`src/rtl/serializer_pkg.sv`:
```
// Shared types and helpers for the parallel-in / serial-out serializer.
// Latency: n/a (package only).
// Backpressure: n/a (package only).
//
// Contents:
//   state_e  - serializer FSM states; PARITY exists only when
//              PISO_SERIALIZER_PARITY_EN is defined.
//   clog2()  - counter width for a given word width (never below 1).
package serializer_pkg;

   typedef enum logic [1:0] {
      IDLE   = 2'd0,
      SHIFT  = 2'd1
`ifdef PISO_SERIALIZER_PARITY_EN
      ,
      PARITY = 2'd2
`endif
   } state_e;

   // Bits needed to hold the values 0..n-1, clamped to at least 1 bit.
   function automatic int clog2(input int n);
      int r;
      r = 1;
      while ((1 << r) < n) begin
         r = r + 1;
      end
      return r;
   endfunction

endpackage

```
`src/rtl/serializer_bit_counter.sv`:
```
// Bit counter for the serializer: loads DATA_W-1 and counts down to zero.
// Latency: zero flag reflects the registered count (1 cycle after load/dec).
// Backpressure: none; only steps when dec_i is asserted.
//
// Ports:
//   in_clock, in_reset_n - clock, async active-low reset (count cleared to 0)
//   load_i               - load DATA_W-1 (takes priority over dec_i)
//   dec_i                - decrement by one; saturates at zero
//   zero_o               - count is zero
module serializer_bit_counter
   import serializer_pkg::*;
#(
   parameter int DATA_W = 8
) (
   input  logic in_clock,
   input  logic in_reset_n,
   input  logic load_i,
   input  logic dec_i,
   output logic zero_o
);

   localparam int CNT_W = clog2(DATA_W);
   localparam logic [CNT_W-1:0] LOAD_VAL = CNT_W'(DATA_W - 1);

   logic [CNT_W-1:0] cnt_q, cnt_d;

   always_comb begin
      cnt_d = cnt_q;
      if (load_i) begin
         cnt_d = LOAD_VAL;
      end else if (dec_i && (cnt_q != '0)) begin
         cnt_d = cnt_q - CNT_W'(1);
      end
   end

   always_ff @(posedge in_clock or negedge in_reset_n) begin
      if (!in_reset_n) begin
         cnt_q <= '0;
      end else begin
         cnt_q <= cnt_d;
      end
   end

   assign zero_o = (cnt_q == '0);

endmodule

```
`src/rtl/piso_serializer.sv`:
```
// Parallel-in / serial-out serializer with optional trailing even-parity bit.
// Latency: first serial bit appears the cycle after a word is accepted.
// Backpressure: out_ready only while idle or while the final bit is consumed;
//               serial side advances only on in_enable.
//
// Ports:
//   in_clock, in_reset_n      - clock, async active-low reset
//   in_valid, in_data         - parallel word offered for loading
//   out_ready                 - word is accepted this cycle when in_valid
//   in_enable                 - consume the bit currently on out_bit
//   out_bit, out_bit_valid    - serial bit and its qualifier
//   out_last                  - out_bit is the final bit of the frame
// Build option: define PISO_SERIALIZER_PARITY_EN to append an even-parity bit
// (XOR of the data bits) after the data; frames then cannot run back-to-back.
module piso_serializer
   import serializer_pkg::*;
#(
   parameter int DATA_W    = 8,
   parameter int MSB_FIRST = 1
) (
   input  logic              in_clock,
   input  logic              in_reset_n,
   input  logic              in_valid,
   input  logic [DATA_W-1:0] in_data,
   output logic              out_ready,
   input  logic              in_enable,
   output logic              out_bit,
   output logic              out_bit_valid,
   output logic              out_last
);

   state_e            state_q, state_d;
   logic [DATA_W-1:0] sr_q, sr_d;
   logic              head_bit;
   logic [DATA_W-1:0] sr_shifted;
   logic              cnt_load;
   logic              cnt_dec;
   logic              cnt_zero;
`ifdef PISO_SERIALIZER_PARITY_EN
   logic              par_q, par_d;
`endif

   serializer_bit_counter #(
      .DATA_W (DATA_W)
   ) u_bit_counter (
      .in_clock   (in_clock),
      .in_reset_n (in_reset_n),
      .load_i     (cnt_load),
      .dec_i      (cnt_dec),
      .zero_o     (cnt_zero)
   );

   // The bit on the wire always sits at the outgoing end of the register,
   // so advancing is a plain shift toward that end.
   always_comb begin
      if (MSB_FIRST != 0) begin
         head_bit   = sr_q[DATA_W-1];
         sr_shifted = {sr_q[DATA_W-2:0], 1'b0};
      end else begin
         head_bit   = sr_q[0];
         sr_shifted = {1'b0, sr_q[DATA_W-1:1]};
      end
   end

   always_comb begin
      state_d       = state_q;
      sr_d          = sr_q;
      cnt_load      = 1'b0;
      cnt_dec       = 1'b0;
      out_ready     = 1'b0;
      out_bit       = 1'b0;
      out_bit_valid = 1'b0;
      out_last      = 1'b0;
`ifdef PISO_SERIALIZER_PARITY_EN
      par_d         = par_q;
`endif

      case (state_q)
         IDLE: begin
            // Reset forces IDLE asynchronously; keep ready low while held.
            out_ready = in_reset_n;
         end

         SHIFT: begin
            out_bit_valid = 1'b1;
            out_bit       = head_bit;
`ifndef PISO_SERIALIZER_PARITY_EN
            out_last      = cnt_zero;
`endif
            if (in_enable) begin
               if (cnt_zero) begin
`ifdef PISO_SERIALIZER_PARITY_EN
                  state_d = PARITY;
`else
                  // Last bit leaves this cycle: a new word may take its place.
                  out_ready = 1'b1;
                  state_d   = IDLE;
`endif
               end else begin
                  sr_d    = sr_shifted;
                  cnt_dec = 1'b1;
               end
            end
         end

`ifdef PISO_SERIALIZER_PARITY_EN
         PARITY: begin
            out_bit_valid = 1'b1;
            out_bit       = par_q;
            out_last      = 1'b1;
            if (in_enable) begin
               state_d = IDLE;
            end
         end
`endif

         default: begin
            state_d = IDLE;
         end
      endcase

      // Accept overrides the IDLE/SHIFT decision above, giving back-to-back
      // frames when a word arrives as the last bit is consumed.
      if (in_valid && out_ready) begin
         sr_d     = in_data;
         cnt_load = 1'b1;
         state_d  = SHIFT;
`ifdef PISO_SERIALIZER_PARITY_EN
         par_d    = ^in_data;
`endif
      end
   end

   always_ff @(posedge in_clock or negedge in_reset_n) begin
      if (!in_reset_n) begin
         state_q <= IDLE;
         sr_q    <= '0;
`ifdef PISO_SERIALIZER_PARITY_EN
         par_q   <= 1'b0;
`endif
      end else begin
         state_q <= state_d;
         sr_q    <= sr_d;
`ifdef PISO_SERIALIZER_PARITY_EN
         par_q   <= par_d;
`endif
      end
   end

endmodule

```
`config.mk`:
```
export PLATFORM = sky130hd
export DESIGN_NAME = piso_serializer
export DESIGN_NICKNAME = d
export VERILOG_FILES = /design/src/rtl/serializer_pkg.sv /design/src/rtl/serializer_bit_counter.sv /design/src/rtl/piso_serializer.sv
export SDC_FILE = /design/constraint.sdc
export NUM_CORES = 1
export LEC_CHECK = 0
export ABC_AREA = 1
export BUFFER_PORTS_ARGS = -buffer_cell sky130_fd_sc_hd__buf_2
export CAP_MARGIN = 15
export CELL_PAD_IN_SITES_DETAIL_PLACEMENT = 0
export CELL_PAD_IN_SITES_GLOBAL_PLACEMENT = 2
export CORE_MARGIN = 3
export CORE_UTILIZATION = 30
export CTS_BUF_LIST = sky130_fd_sc_hd__clkbuf_2 sky130_fd_sc_hd__clkbuf_4 sky130_fd_sc_hd__clkbuf_8
export CTS_CLUSTER_DIAMETER = 60
export CTS_CLUSTER_SIZE = 10
export DETAILED_ROUTE_END_ITERATION = 8
export HOLD_SLACK_MARGIN = 0.06
export PLACE_DENSITY = 0.89
export SYNTH_ARGS = -nofsm -noshare
export SYNTH_HDL_FRONTEND = slang
export SYNTH_HIERARCHICAL = 1
export SYNTH_SLANG_ARGS = --single-unit
export TNS_END_PERCENT = 1
```
`constraint.sdc`:
```
create_clock -name in_clock -period 2.3 [get_ports in_clock]
set_clock_uncertainty 0.15 [all_clocks]
set_input_delay 0.345 -clock in_clock [delete_from_list [all_inputs] [get_ports in_clock]]
set_output_delay 0.345 -clock in_clock [all_outputs]
set_load 0.01 [all_outputs]
```
# After elaboration in Yosys (flattened, before gate mapping)
# Index checks and enable logic that the tools add are counted.
# Widths: inputs -> output; s select.
word_totals:
  register_bits: 13
  in_bits: 12
  output_inout_bits: 4
  wordCells: 39
op_classes:
  add_sub_neg: 1
  eq_ne: 5
  mux: 20
  reduce_logical: 10
ops:
  columns: ["operator", "count"]
  rows:
  - ["$mux 8", 4]
  - ["$mux 1", 9]
  - ["$mux 2", 3]
  - ["$mux 3", 2]
  - ["$ne 3x3->1 const B", 2]
  - ["$reduce_and 3->1", 2]
  - ["$reduce_bool 2->1", 3]
  - ["$pmux 2 s2", 1]
  - ["$logic_not 3->1", 1]
  - ["$reduce_bool 3->1", 1]
  - ["$sub 3x1->3 const B", 1]
  - ["$eq 2x1->1 const B", 1]
  - ["$logic_and 1x1->1", 2]
  - ["$logic_not 2->1", 1]
  - ["$ne 2x1->1 const B", 1]
  - ["$ne 2x2->1 const B", 1]
  - ["$pmux 1 s2", 1]

# Logic depth before layout (Yosys ltp)
depth:
  depth_word: 7
  mapped_depth: 10
  mapped_depth_nobuf: 9

# Modules after synthesis
# Netlist, hierarchy kept.
by_module_without_submodules:
  columns: ["mod", "n_inst", "cells_per_inst", "area_each_um2", "seq_area_each_um2"]
  rows:
  - ["piso_serializer", 1, 80, 568.0, 225.2]
  - ["serializer_bit_counter", 1, 22, 173.9, 75.1]

# Least setup slack after synthesis
# Ideal clock, no wire load.
synth_path:
  path_kind: "reg2reg"
  from: "register u_bit_counter.cnt_q[0]"
  to: "register u_bit_counter.cnt_q[0]"
  setup_ns: 0.124
  t_arrival_ns: 1.446
  t_required_ns: 2.026
  slack_ns: 0.580
  stages_incl_launch_ff: 9
  path_buffers: 0
  synth_period_minus_slack_ns: 1.720
  path_cell_list: "dfrtp_1 > inv_1 > ha_1 > ha_1 > clkinv_1 > nand3_1 > inv_1 > nand3_1 > nand3_1"
synth_between:
  elab_cells_between_ends: 15
  cone_classes: "add/sub: 1; mux: 9; reduce/logical: 5"
synth_lines:
  columns: ["item", "line_no", "source"]
  rows:
  - ["from (decl)", "serializer_bit_counter.sv:25", "logic [CNT_W-1:0] cnt_q, cnt_d;"]
  - ["from (signal assigned)", "serializer_bit_counter.sv:40", "cnt_q <= cnt_d;"]
  - ["$logic_not 3->1", "serializer_bit_counter.sv:44", "assign zero_o = (cnt_q == '0);"]
  - ["net cnt_zero", "piso_serializer.sv:38", "logic cnt_zero;"]
  - ["$mux 1", "piso_serializer.sv:91", "if (cnt_zero) begin"]
  - ["$mux 1", "piso_serializer.sv:90", "if (in_enable) begin"]
  - ["$mux 1", "piso_serializer.sv:78", "case (state_q)"]
  - ["net cnt_dec", "piso_serializer.sv:37", "logic cnt_dec;"]
  - ["$logic_and 1x1->1", "serializer_bit_counter.sv:31", "end else if (dec_i && (cnt_q != '0)) begin"]
  - ["$reduce_bool 2->1 (no source line)", null, null]
# The timed path passes the listed nets, and every way through them passes these cells. The select of a mux whose other input is x is not followed.
# A chain may end at the register's enable or synchronous reset.

# Final worst setup path
layout_path:
  from: "register u_bit_counter.cnt_q[0]"
  to: "output port out_ready"
layout_between:
  elab_chain_cells: 4
layout_lines:
  columns: ["item", "line_no", "source"]
  rows:
  - ["$logic_not 3->1", "serializer_bit_counter.sv:44", null]
  - ["net cnt_zero", "piso_serializer.sv:38", null]
  - ["$mux 1", "piso_serializer.sv:91", null]
  - ["$mux 1", "piso_serializer.sv:90", null]
  - ["$pmux 1 s2", "piso_serializer.sv:78", null]
  - ["to (decl)", "piso_serializer.sv:25", "output logic out_ready,"]
# The timed path passes the listed nets, and every way through them passes these cells.

==> impl_metrics.py <==
metrics = {
    "timing": {
        "rsz0062_at_grt": "false",
        "fin_crit_sh": 0.877,
        "relSlewSlack": 0.696,
        "setup_violations": 0,
        "finalWorstSetupSlack_ns": 0.282,
        "slew_viol_final": 0,
        "period_needed_ns": 2.02,
        "tns_ns": 0,
        "hold_viol_final": 0,
        "max_slew.worst_pin.slew_ns": 0.456,
        "max_freq_mhz": 496,
    },
    "detailed_routing": {
        "drt-wirelength-per-cell_um": 10.8,
        "drtAntennaViolNets": 0,
        "drcViolationCount": 0,
        "routed_via_density": 4.59,
        "drtIter0Drc": 14,
        "vias": 679,
        "routed_wl_um": 1600,
        "drt-pass1-iter-count": 4,
    },
    "synthesis": {
        "netlist_area_um2": 742,
        "synth_cells": 102,
        "synth_flop_cell": "dfrtp_1",
        "synth_enable_flop_cells": 0,
        "syn_nets": 116,
        "synthTopCellsByCount": "31 x nand2_1, 22 x nand3_1, 19 x inv_1",
        "synth.ff_latch_count": 12,
        "synth_xor_area_frac": 0,
        "yosys.area.top_type": "dfrtp_1",
        "yosys_warnings": 6,
        "synth-async-reset-ratio": 1.00,
        "yosysUniqueCellTypes": 12,
        "synth_adder_area_share": 0.0337,
        "synth_compound_gate_area_share": 0,
        "synth_top_family_by_area": "simple AND/OR/NAND/NOR gates",
        "synthMuxAreaShare": 0,
        "ys_top_cells_by_area": "dfrtp_1 40%, nand2_1 16%, nand3_1 15%",
        "netlist.area_leader.share": 0.405,
        "avgSynthCellArea_um2": 7.27,
        "synth_seq_area_share": 0.405,
        "synth_most_common_cell": "nand2_1",
        "synth-simple-area-share": 0.417,
    },
    "die": {
        "die_h_um": 55.7,
        "core_um2": 2280,
        "ios": 16,
        "fp.dieArea_um2": 3110,
        "row_count": 17,
        "dieWidth_um": 55.7,
        "initial_utilization": 0.326,
    },
    "setup_path": {
        "cp_data_required_time_ns": 1.80,
        "crit_chain": "inv_1 > ha_1 > ha_1 > nand3_2 > nand2_4 > buf_2",
        "max_stage_delay_ns": 0.39,
        "arrival_ns": 1.52,
        "setup.worst_path.class": "flip-flop to output pin",
        "crit_path_frequent_cell": "ha_1",
        "cp.buffers_inverters": 2,
        "cp_slowest_cell": "dfrtp_1",
        "cp-start-kind": "flip-flop",
        "path_max_fanout": 9,
        "crit_family": "flip-flops",
        "endpoint_kind": "output pin",
    },
    "finish": {
        "area_growth_pct": 18.7,
        "post_layout_nonfiller_instances": 148,
        "nets": 135,
        "antenna_cells": 0,
        "drive_gt1_frac": 0.208,
    },
    "clocking": {
        "numCtsBuffers": 3,
        "ctsRootBufferMaster": "clkbuf_4",
        "ctsResizeCount": 0,
        "htreeDepth": 1,
        "clk_pin_slew_worst_paths_ns": 0.08,
        "insertion_delay_ns": 0.28,
        "cts.sinks": 12,
        "clk_path_buf_depth": 2,
        "cts_tree": "done",
    },
    "grt": {
        "grt_max_degree": 18,
        "grt_usage": 0.116,
        "grt_pass1_vias": 653,
        "antenna_found_initial": 0,
        "grt_pass1_wl_um": 2860,
        "overflow": 0,
    },
    "power": {
        "comb_power_share": 0.443,
        "power_density_nw_per_um2": 1160,
        "p_leak_nw": 0.546,
        "vdd_drop_max_v": 0.000417,
        "pwr-share-seq": 0.384,
        "power.switching_mw": 0.431,
        "power_frac_clock": 0.173,
        "p_sw_frac": 0.421,
        "p_total_mw": 1.02,
        "p_int_mw": 0.593,
    },
    "placed_design": {
        "place_ws_ns": 0.541,
        "dp.cells": 143,
        "portBuffers": 15,
        "place_hpwl_um": 1110,
        "gp_congestion": 0.837,
    },
    "flow_run": {
        "max_cap_viol_count": 0,
    },
    "status": {
        "outcome": "finished clean",
    },
    "hold_path": {
        "min_path_type": "input port to flip-flop",
    },
}
## logic make-up after synthesis
family	after synthesis
adder cells (fa/ha/maj)	2
flip-flops	12
AND/OR/NAND/NOR	64
buffers and inverters	24
## power groups by stage
stage	sequential, mW	clock [mW]	combinational, mW
floorplan	0.368	0	0.369
global placement	0.395	0	0.456
detailed placement	0.396	0	0.460
CTS	0.391	0.179	0.463
global route	0.409	0.190	0.541
finish	0.393	0.177	0.454
## placed cells by master, fill, tap and decap left out, drive strengths merged
cell	synthesis	final
clkbuf	0	4
nand3	23	23
nand2	34	34
dfrtp	12	12
clkinv	1	1
dlygate4sd3	0	1
buf	4	17
ha	2	2
nand4	7	7
inv	19	19
## path summary, 6_finish.rpt
kind,startpoint,end,slack [ns],depth (start not counted)
min in group asynchronous,in_reset_n,sr_q[2],0.38,3
hold reg to reg,u_bit_counter/cnt_q[2],u_bit_counter/cnt_q[2],0.33,2
max in group asynchronous,in_reset_n,sr_q[0],1.46,3
setup / recovery,u_bit_counter/cnt_q[0],out_ready,0.28,6
setup reg to reg,u_bit_counter/cnt_q[0],sr_q[0],0.52,8
hold / removal,in_data[0],sr_q[0],0.13,3
## worst register-to-register path, stage by stage, from the launching register on
cell      delay, ns
dfrtp_1        0.39
inv_1          0.07
ha_1           0.14
ha_1           0.22
clkinv_1       0.25
nand3_1        0.17
buf_4          0.17
nand3_1        0.08
nand2_1        0.07
## repair_timing
action,CTS,global route
setup buffers,0,0
endpoints found under the hold margin,12,0
hold buffers,1,0
## per-stage QoR
| step | utilization | instance area (um2) | hold WS [ns] |
|---|---|---|---|
| 2_1_floorplan | - | 742 | -0.101 |
| 5_1_grt | 0.387 | 881 | 0.142 |
| 6_report | 0.387 | 881 | 0.135 |
| 4_1_cts | 0.387 | 881 | 0.132 |
| 3_3_place_gp | 0.367 | 835 | 0.154 |
| 3_5_place_dp | 0.367 | 835 | 0.155 |
## layout make-up
| class | count | area (um2) |
|---|---|---|
| inverters | 20 | 75.1 |
| flip-flops and latches | 12 | 300 |
| clock buffers | 4 | 36.3 |
| repair buffers | 18 | 100 |
| multi-input cells | 66 | 334 |
| fillers | 245 | 1400 |
| well taps | 28 | 35.0 |
## registers in the layout (all words and copies together) (netlist names)
name and count:
sr_q 8, u_bit_counter/cnt_q 3, state_q 1
## layer usage
layer  track usage  part of all wire  up-vias
met1         0.157              0.50      309
met3        0.0325             0.043        2
met2         0.166              0.45       10
met4        0.0625            0.0063        0
met5             0                 0        -
li1              -                 -      358
Power figures use the tool's default switching activity.
